`config.mk`:
```
export PLATFORM = sky130hd
export DESIGN_NAME = decode_stage
export DESIGN_NICKNAME = d
export VERILOG_FILES = /design/src/rtl/decode_stage.sv
export SDC_FILE = /design/constraint.sdc
export NUM_CORES = 1
export LEC_CHECK = 0
export ABC_AREA = 0
export BUFFER_PORTS_ARGS = -buffer_cell sky130_fd_sc_hd__buf_2
export CAP_MARGIN = 30
export CORE_MARGIN = 3
export CORE_UTILIZATION = 53
export CTS_BUF_LIST = sky130_fd_sc_hd__clkbuf_2
export DETAILED_ROUTE_END_ITERATION = 7
export GPL_TIMING_DRIVEN = 0
export PLACE_DENSITY_LB_ADDON = 0.12
export SYNTH_ARGS = -nofsm -noshare
export SYNTH_HDL_FRONTEND = slang
export SYNTH_HIERARCHICAL = 1
export SYNTH_SLANG_ARGS = --single-unit
```
`constraint.sdc`:
```
create_clock -name clk -period 18.2 [get_ports clk]
set_clock_uncertainty 0.05 [all_clocks]
set_input_delay 0.91 -clock clk [delete_from_list [all_inputs] [get_ports clk]]
set_output_delay 0.91 -clock clk [all_outputs]
set_load 0.01 [all_outputs]
```
`src/rtl/decode_stage.sv`:
```
// Decode stage: per-lane combinational decode into a registered output with an optional one-entry skid.
// Optional macro DECODE_LOGIC_IMM_EXT_EN adds ANDI, XORI and LUI to the legal opcode set.
package decode_pkg;
  typedef enum logic [1:0] {alu_or, alu_add, alu_and, alu_xor} alu_op_t;
  typedef enum logic [1:0] {nbc, bc_eq, bc_ne, bc_ltz} bc_op_t;
  typedef enum logic [1:0] {llu_nop, llu_mul, llu_div, llu_mfhi} llu_op_t;
  typedef enum logic {wrd, wrm} wr_src_t;

  typedef struct packed {
    logic [31:0] pc;
    logic [31:0] inst;
    logic [31:0] predict_pc_addr;
    logic        predict_brunch_taken;
  } decode_req_t;

  typedef struct packed {
    logic        num1_need;
    logic [4:0]  num1_addr;
    logic [31:0] num1;
    logic        num2_need;
    logic [4:0]  num2_addr;
    logic [31:0] num2;
    alu_op_t     alu_op;
    bc_op_t      bc_op;
    llu_op_t     llu_op;
    logic        mem_read;
    logic        mem_write;
    wr_src_t     wr_src;
    logic        write_reg_need;
    logic [4:0]  write_reg_addr;
    logic [31:0] pc;
    logic [31:0] predict_pc_addr;
    logic        predict_brunch_taken;
    logic [2:0]  accept_mask;
  } issue_elem_t;

  localparam logic [5:0] OP_ADDIU = 6'h09;
  localparam logic [5:0] OP_ANDI  = 6'h0C;
  localparam logic [5:0] OP_ORI   = 6'h0D;
  localparam logic [5:0] OP_XORI  = 6'h0E;
  localparam logic [5:0] OP_LUI   = 6'h0F;

  function automatic issue_elem_t elem_default();
    issue_elem_t e;
    e             = '0;
    e.alu_op      = alu_or;
    e.bc_op       = nbc;
    e.llu_op      = llu_nop;
    e.wr_src      = wrd;
    e.accept_mask = 3'b111;
    return e;
  endfunction
endpackage

module decode_lane
  import decode_pkg::*;
(
  input  decode_req_t i_req,
  input  logic        i_slot_valid,
  output issue_elem_t o_elem,
  output logic        o_illegal
);
  logic [5:0]  w_op;
  logic [4:0]  w_rs, w_rt;
  logic [15:0] w_imm;
  assign {w_op, w_rs, w_rt, w_imm} = i_req.inst;

  always_comb begin
    o_elem    = elem_default();
    o_illegal = 1'b0;
    if (i_slot_valid) begin
      o_elem.pc                   = i_req.pc;
      o_elem.predict_pc_addr      = i_req.predict_pc_addr;
      o_elem.predict_brunch_taken = i_req.predict_brunch_taken;
      case (w_op)
        OP_ORI: begin
          o_elem.num1_need      = 1'b1;
          o_elem.num1_addr      = w_rs;
          o_elem.num2           = {16'h0, w_imm};
          o_elem.write_reg_need = 1'b1;
          o_elem.write_reg_addr = w_rt;
        end
        OP_ADDIU: begin
          o_elem.num1_need      = 1'b1;
          o_elem.num1_addr      = w_rs;
          o_elem.num2           = {{16{w_imm[15]}}, w_imm};
          o_elem.alu_op         = alu_add;
          o_elem.write_reg_need = 1'b1;
          o_elem.write_reg_addr = w_rt;
        end
`ifdef DECODE_LOGIC_IMM_EXT_EN
        OP_ANDI, OP_XORI: begin
          o_elem.num1_need      = 1'b1;
          o_elem.num1_addr      = w_rs;
          o_elem.num2           = {16'h0, w_imm};
          o_elem.alu_op         = (w_op == OP_ANDI) ? alu_and : alu_xor;
          o_elem.write_reg_need = 1'b1;
          o_elem.write_reg_addr = w_rt;
        end
        OP_LUI: begin
          o_elem.num2           = {w_imm, 16'h0};
          o_elem.write_reg_need = 1'b1;
          o_elem.write_reg_addr = w_rt;
        end
`endif
        default: o_illegal = 1'b1;
      endcase
    end
  end
endmodule

module decode_stage
  import decode_pkg::*;
#(
  parameter int DECODE_WIDTH  = 2,
  parameter int SKID_EN_DEPTH = 1
) (
  input  logic                           clk,
  input  logic                           rst,
  input  logic                           flush,
  input  logic                           in_valid,
  output logic                           in_ready,
  input  decode_req_t [DECODE_WIDTH-1:0] in_req,
  input  logic        [DECODE_WIDTH-1:0] in_slot_valid,
  output logic                           out_valid,
  input  logic                           out_ready,
  output issue_elem_t [DECODE_WIDTH-1:0] out_elem,
  output logic        [DECODE_WIDTH-1:0] out_slot_valid,
  output logic        [DECODE_WIDTH-1:0] out_illegal
);
  issue_elem_t [DECODE_WIDTH-1:0] w_elem, r_out_elem;
  logic        [DECODE_WIDTH-1:0] w_ill, r_out_slot, r_out_ill;
  logic                           r_out_valid, w_acc, w_drain;

  for (genvar g = 0; g < DECODE_WIDTH; g++) begin : g_lane
    decode_lane u_lane (
      .i_req       (in_req[g]),
      .i_slot_valid(in_slot_valid[g]),
      .o_elem      (w_elem[g]),
      .o_illegal   (w_ill[g])
    );
  end

  // Empty bundles are accepted but never occupy a register.
  assign w_acc   = in_valid && in_ready && !flush && (|in_slot_valid);
  assign w_drain = r_out_valid && out_ready;

  if (SKID_EN_DEPTH == 1) begin : g_skid
    issue_elem_t [DECODE_WIDTH-1:0] r_skid_elem;
    logic        [DECODE_WIDTH-1:0] r_skid_slot, r_skid_ill;
    logic                           r_skid_valid, r_in_ready;

    always_ff @(posedge clk or posedge rst) begin
      if (rst) begin
        r_out_valid  <= 1'b0;
        r_out_slot   <= '0;
        r_out_ill    <= '0;
        r_skid_valid <= 1'b0;
        r_skid_slot  <= '0;
        r_skid_ill   <= '0;
        r_in_ready   <= 1'b0;
        for (int i = 0; i < DECODE_WIDTH; i++) begin
          r_out_elem[i]  <= elem_default();
          r_skid_elem[i] <= elem_default();
        end
      end else if (flush) begin
        r_out_valid  <= 1'b0;
        r_skid_valid <= 1'b0;
        r_in_ready   <= 1'b1;
      end else if (!r_out_valid || w_drain) begin
        // in_ready is low whenever the skid holds data, so skid and accept never collide.
        if (r_skid_valid) begin
          r_out_elem   <= r_skid_elem;
          r_out_slot   <= r_skid_slot;
          r_out_ill    <= r_skid_ill;
          r_out_valid  <= 1'b1;
          r_skid_valid <= 1'b0;
        end else if (w_acc) begin
          r_out_elem  <= w_elem;
          r_out_slot  <= in_slot_valid;
          r_out_ill   <= w_ill;
          r_out_valid <= 1'b1;
        end else begin
          r_out_valid <= 1'b0;
        end
        r_in_ready <= 1'b1;
      end else if (w_acc) begin
        r_skid_elem  <= w_elem;
        r_skid_slot  <= in_slot_valid;
        r_skid_ill   <= w_ill;
        r_skid_valid <= 1'b1;
        r_in_ready   <= 1'b0;
      end
    end
    assign in_ready = r_in_ready;
  end else begin : g_noskid
    logic r_rst_done;

    always_ff @(posedge clk or posedge rst) begin
      if (rst) begin
        r_rst_done  <= 1'b0;
        r_out_valid <= 1'b0;
        r_out_slot  <= '0;
        r_out_ill   <= '0;
        for (int i = 0; i < DECODE_WIDTH; i++) r_out_elem[i] <= elem_default();
      end else begin
        r_rst_done <= 1'b1;
        if (flush) begin
          r_out_valid <= 1'b0;
        end else if (w_acc) begin
          r_out_elem  <= w_elem;
          r_out_slot  <= in_slot_valid;
          r_out_ill   <= w_ill;
          r_out_valid <= 1'b1;
        end else if (in_ready) begin
          r_out_valid <= 1'b0;
        end
      end
    end
    assign in_ready = r_rst_done && (!r_out_valid || out_ready);
  end

  assign out_valid      = r_out_valid;
  assign out_elem       = r_out_elem;
  assign out_slot_valid = r_out_slot;
  assign out_illegal    = r_out_ill;
endmodule

```
==> impl_metrics.env <==
export IMPL_status="finished, final reports clean"
export IMPL_core_area_sq_um=55200
export IMPL_crit_family="flip-flops"
export IMPL_cap_violations=0
export IMPL_cts_max_level=4
export IMPL_grt_overflow=0
export IMPL_setup_violations=0
export IMPL_routed_wl_mm=91.9
export IMPL_grt_max_degree=46
export IMPL_crit_required_ns=17.24
export IMPL_min_path_type="input pin to register"
export IMPL_max_stage_delay_ns=0.55
export IMPL_relSlewSlack=0.306
export IMPL_final_util=0.677
export IMPL_drive_above_1_share=0.299
export IMPL_cp_depth=1
export IMPL_clk_pin_slew_worst_paths_ns=0.09
export IMPL_fp_dieW_um=243
export IMPL_routedWlPerCell_um=20.8
export IMPL_first_pass_iters=7
export IMPL_muxShareOfSynthArea=0.122
export IMPL_grt_pass1_wl_mm=145
export IMPL_yosys_cell_count_top_type="dfrtp_1"
export IMPL_async_flop_share=1.00
export IMPL_cp_cell_sequence="buf_2"
export IMPL_cts_hold_buf=193
export IMPL_netlist_area_sq_um=29600
export IMPL_hold_ws_ns=0.183
export IMPL_worst_pin_slew_ns=1.03
export IMPL_grt_usage=0.312
export IMPL_critPathCaptureType="output port"
export IMPL_reg2reg_depth=6
export IMPL_grt_pass1_vias=25900
export IMPL_cts_sinks=647
export IMPL_period_needed_ns=3.00
export IMPL_ys_seq_elements=647
export IMPL_pin_count=525
export IMPL_reg2reg_to="out_elem[226]"
export IMPL_synthTopCellsByCount="635 x dfrtp_1, 282 x a21oi_1, 280 x mux2_1, 219 x and3_1, 219 x o2bb2ai_1"
export IMPL_critical_path_arrival_ns=2.04
export IMPL_period_share=0.165
export IMPL_viasPerCell=5.56
export IMPL_rr_startpoint="g_skid.r_skid_valid"
export IMPL_synth_edff_count=0
export IMPL_synth_top_cell_area_share=0.536
export IMPL_synth_top_family_by_area="compound AO/OA/AOI/OAI gates"
export IMPL_fmax_mhz=333
export IMPL_slowest_stage="dfstp_2"
export IMPL_drt_iter0_drc=1524
export IMPL_rsz0062_at_grt="false"
export IMPL_antenna_found_initial=12
export IMPL_synth_top_area_cell="dfrtp_1"
export IMPL_cts_buffers=170
export IMPL_path_class="register to output port"
export IMPL_rrSetupSlack_ns=15.57
export IMPL_synth_cell_type_count=32
export IMPL_total_power_mw=3.44
export IMPL_synth_compound_area_share=0.161
export IMPL_synth_top_cells_by_area="dfrtp_1 54%, mux2_1 11%, o2bb2ai_1 6.5%, a21oi_1 4.8%, and3_1 4.6%"
export IMPL_tritoncts="done"
export IMPL_ant_nets=0
export IMPL_timing_setup_tns_ns=0
export IMPL_dp_hpwl_mm=64.2
export IMPL_die_h_um=243
export IMPL_root_buffer="clkbuf_2"
export IMPL_synthCells=2533
export IMPL_worstSkewPairLatency_ns=1.32
export IMPL_io_buffers=524
export IMPL_finalWeightedCongestion=0.869
export IMPL_synth_flop_cell="dfrtp_1"
export IMPL_yosysSeqAreaShare=0.547
export IMPL_crit_start="out_elem[2]"
export IMPL_synth_xor_area_frac=0
export IMPL_powerDensity_nw_per_um2=92.1
export IMPL_leakage_nw=19.2
export IMPL_crit_buf_inv=1
export IMPL_yosys_area_share_adder=0
export IMPL_fp_row_count=86
export IMPL_ctsResizeCount=0
export IMPL_irDropWorstVdd_uv=58.1
export IMPL_die_area_sq_um=58800
export IMPL_layout_nets=3735
export IMPL_ys_warn_count=6
export IMPL_slew_violations=0
export IMPL_drc=0
export IMPL_hold_viol_final=0
export IMPL_via_count=24600
export IMPL_startpoint_type="register"
export IMPL_initial_utilization=0.537
export IMPL_cp_endpoint="out_elem[2]"
export IMPL_syn_to_final_growth_pct=26.1
export IMPL_cts_path_max_buffers=3
export IMPL_cts_setup_buffers=0
export IMPL_syn_avg_cell_area_sq_um=11.7
export IMPL_synthSimpleGateAreaFrac=0.0946
export IMPL_path_max_fanout=3
==> routing by layer <==
layer	wire length, um	vias to the layer above	global-route usage
li1	-	11200	-
met1	37300	12300	0.390
met2	44100	856	0.502
met4	4380	2	0.159
met5	13	-	0
met3	6100	220	0.0802
==> worst register-to-register path: stages, from the launching register on <==
cell and delay, ns:
dfrtp_1 0.36, buf_2 0.18, inv_2 0.22, buf_2 0.45, clkbuf_1 0.58, clkbuf_1 0.50
a21oi_1 0.14
==> metrics by stage <==
step	instance area [sq um]	cells	worst slack, ns
finish	37400	4412	15.20
global route	37400	4410	15.00
CTS	37300	4401	15.00
detailed placement	33900	3917	14.80
global placement	33600	3899	5.03
floorplan	30000	2627	8.41
==> placed cells by master (no fill, tap or decap), types with 37 or more instances in the layout <==
cell | Yosys | final
a21oi_1 | 282 | 282
a2bb2oi_1 | 41 | 41
and2_1 | 130 | 130
and3_1 | 219 | 219
buf_2 | 37 | 561
buf_4 | 133 | 133
buf_6 | 37 | 37
clkbuf_1 | 158 | 158
clkbuf_2 | 0 | 263
conb_1 | 4 | 98
dfrtp_1 | 635 | 635
dlygate4sd3_1 | 0 | 193
mux2_1 | 280 | 280
mux2_2 | 42 | 42
nand2_1 | 54 | 54
nor3_1 | 55 | 55
o22ai_1 | 165 | 165
o2bb2ai_1 | 219 | 219
==> power by group <==
| part | internal, mW | switching, mW |
|---|---|---|
| registers | 1.65 | 0.127 |
| logic | 0.312 | 0.341 |
| clock network | 0.406 | 0.607 |
| total | 2.37 | 1.07 |
==> cells by family after synthesis <==
kind of cell | Yosys count
flops | 647
simple gates | 472
other cells | 4
mux | 322
buf+inv | 376
compound gates | 712
==> worst min-delay path by stage <==
stage | start | to | slack [ns] | cells after the start
floorplan | g_skid.r_skid_elem[10] | g_skid.r_skid_elem[10] | 0.41 | 1
global placement | out_elem[215] | out_elem[215] | 0.42 | 1
detailed placement | out_elem[50] | out_elem[50] | 0.42 | 1
CTS | in_req[63] | out_elem[91] | 0.0009 | 6
global route | in_req[64] | out_elem[93] | 0.10 | 6
finish | in_req[63] | out_elem[93] | 0.18 | 6
==> flip-flops by register name (all words and copies together) (netlist names) <==
register,count
g_skid.r_skid_elem,318
out_elem,318
g_skid.r_skid_ill,2
g_skid.r_skid_slot,2
out_illegal,2
out_slot_valid,2
g_skid.r_skid_valid,1
in_ready,1
out_valid,1
==> layout make-up <==
class | instances | area, sq um
Inverter | 8 | 33.8
Sequential cell | 647 | 16200
Tap cell | 748 | 936
Timing Repair Buffer | 735 | 4910
Clock buffer | 263 | 1320
Fill cell | 4327 | 17800
Antenna cell | 11 | 27.5
Multi-Input combinational cell | 1604 | 11600
Buffer | 368 | 2200
Clock inverter | 28 | 174
(Power assumes the default switching activity.)
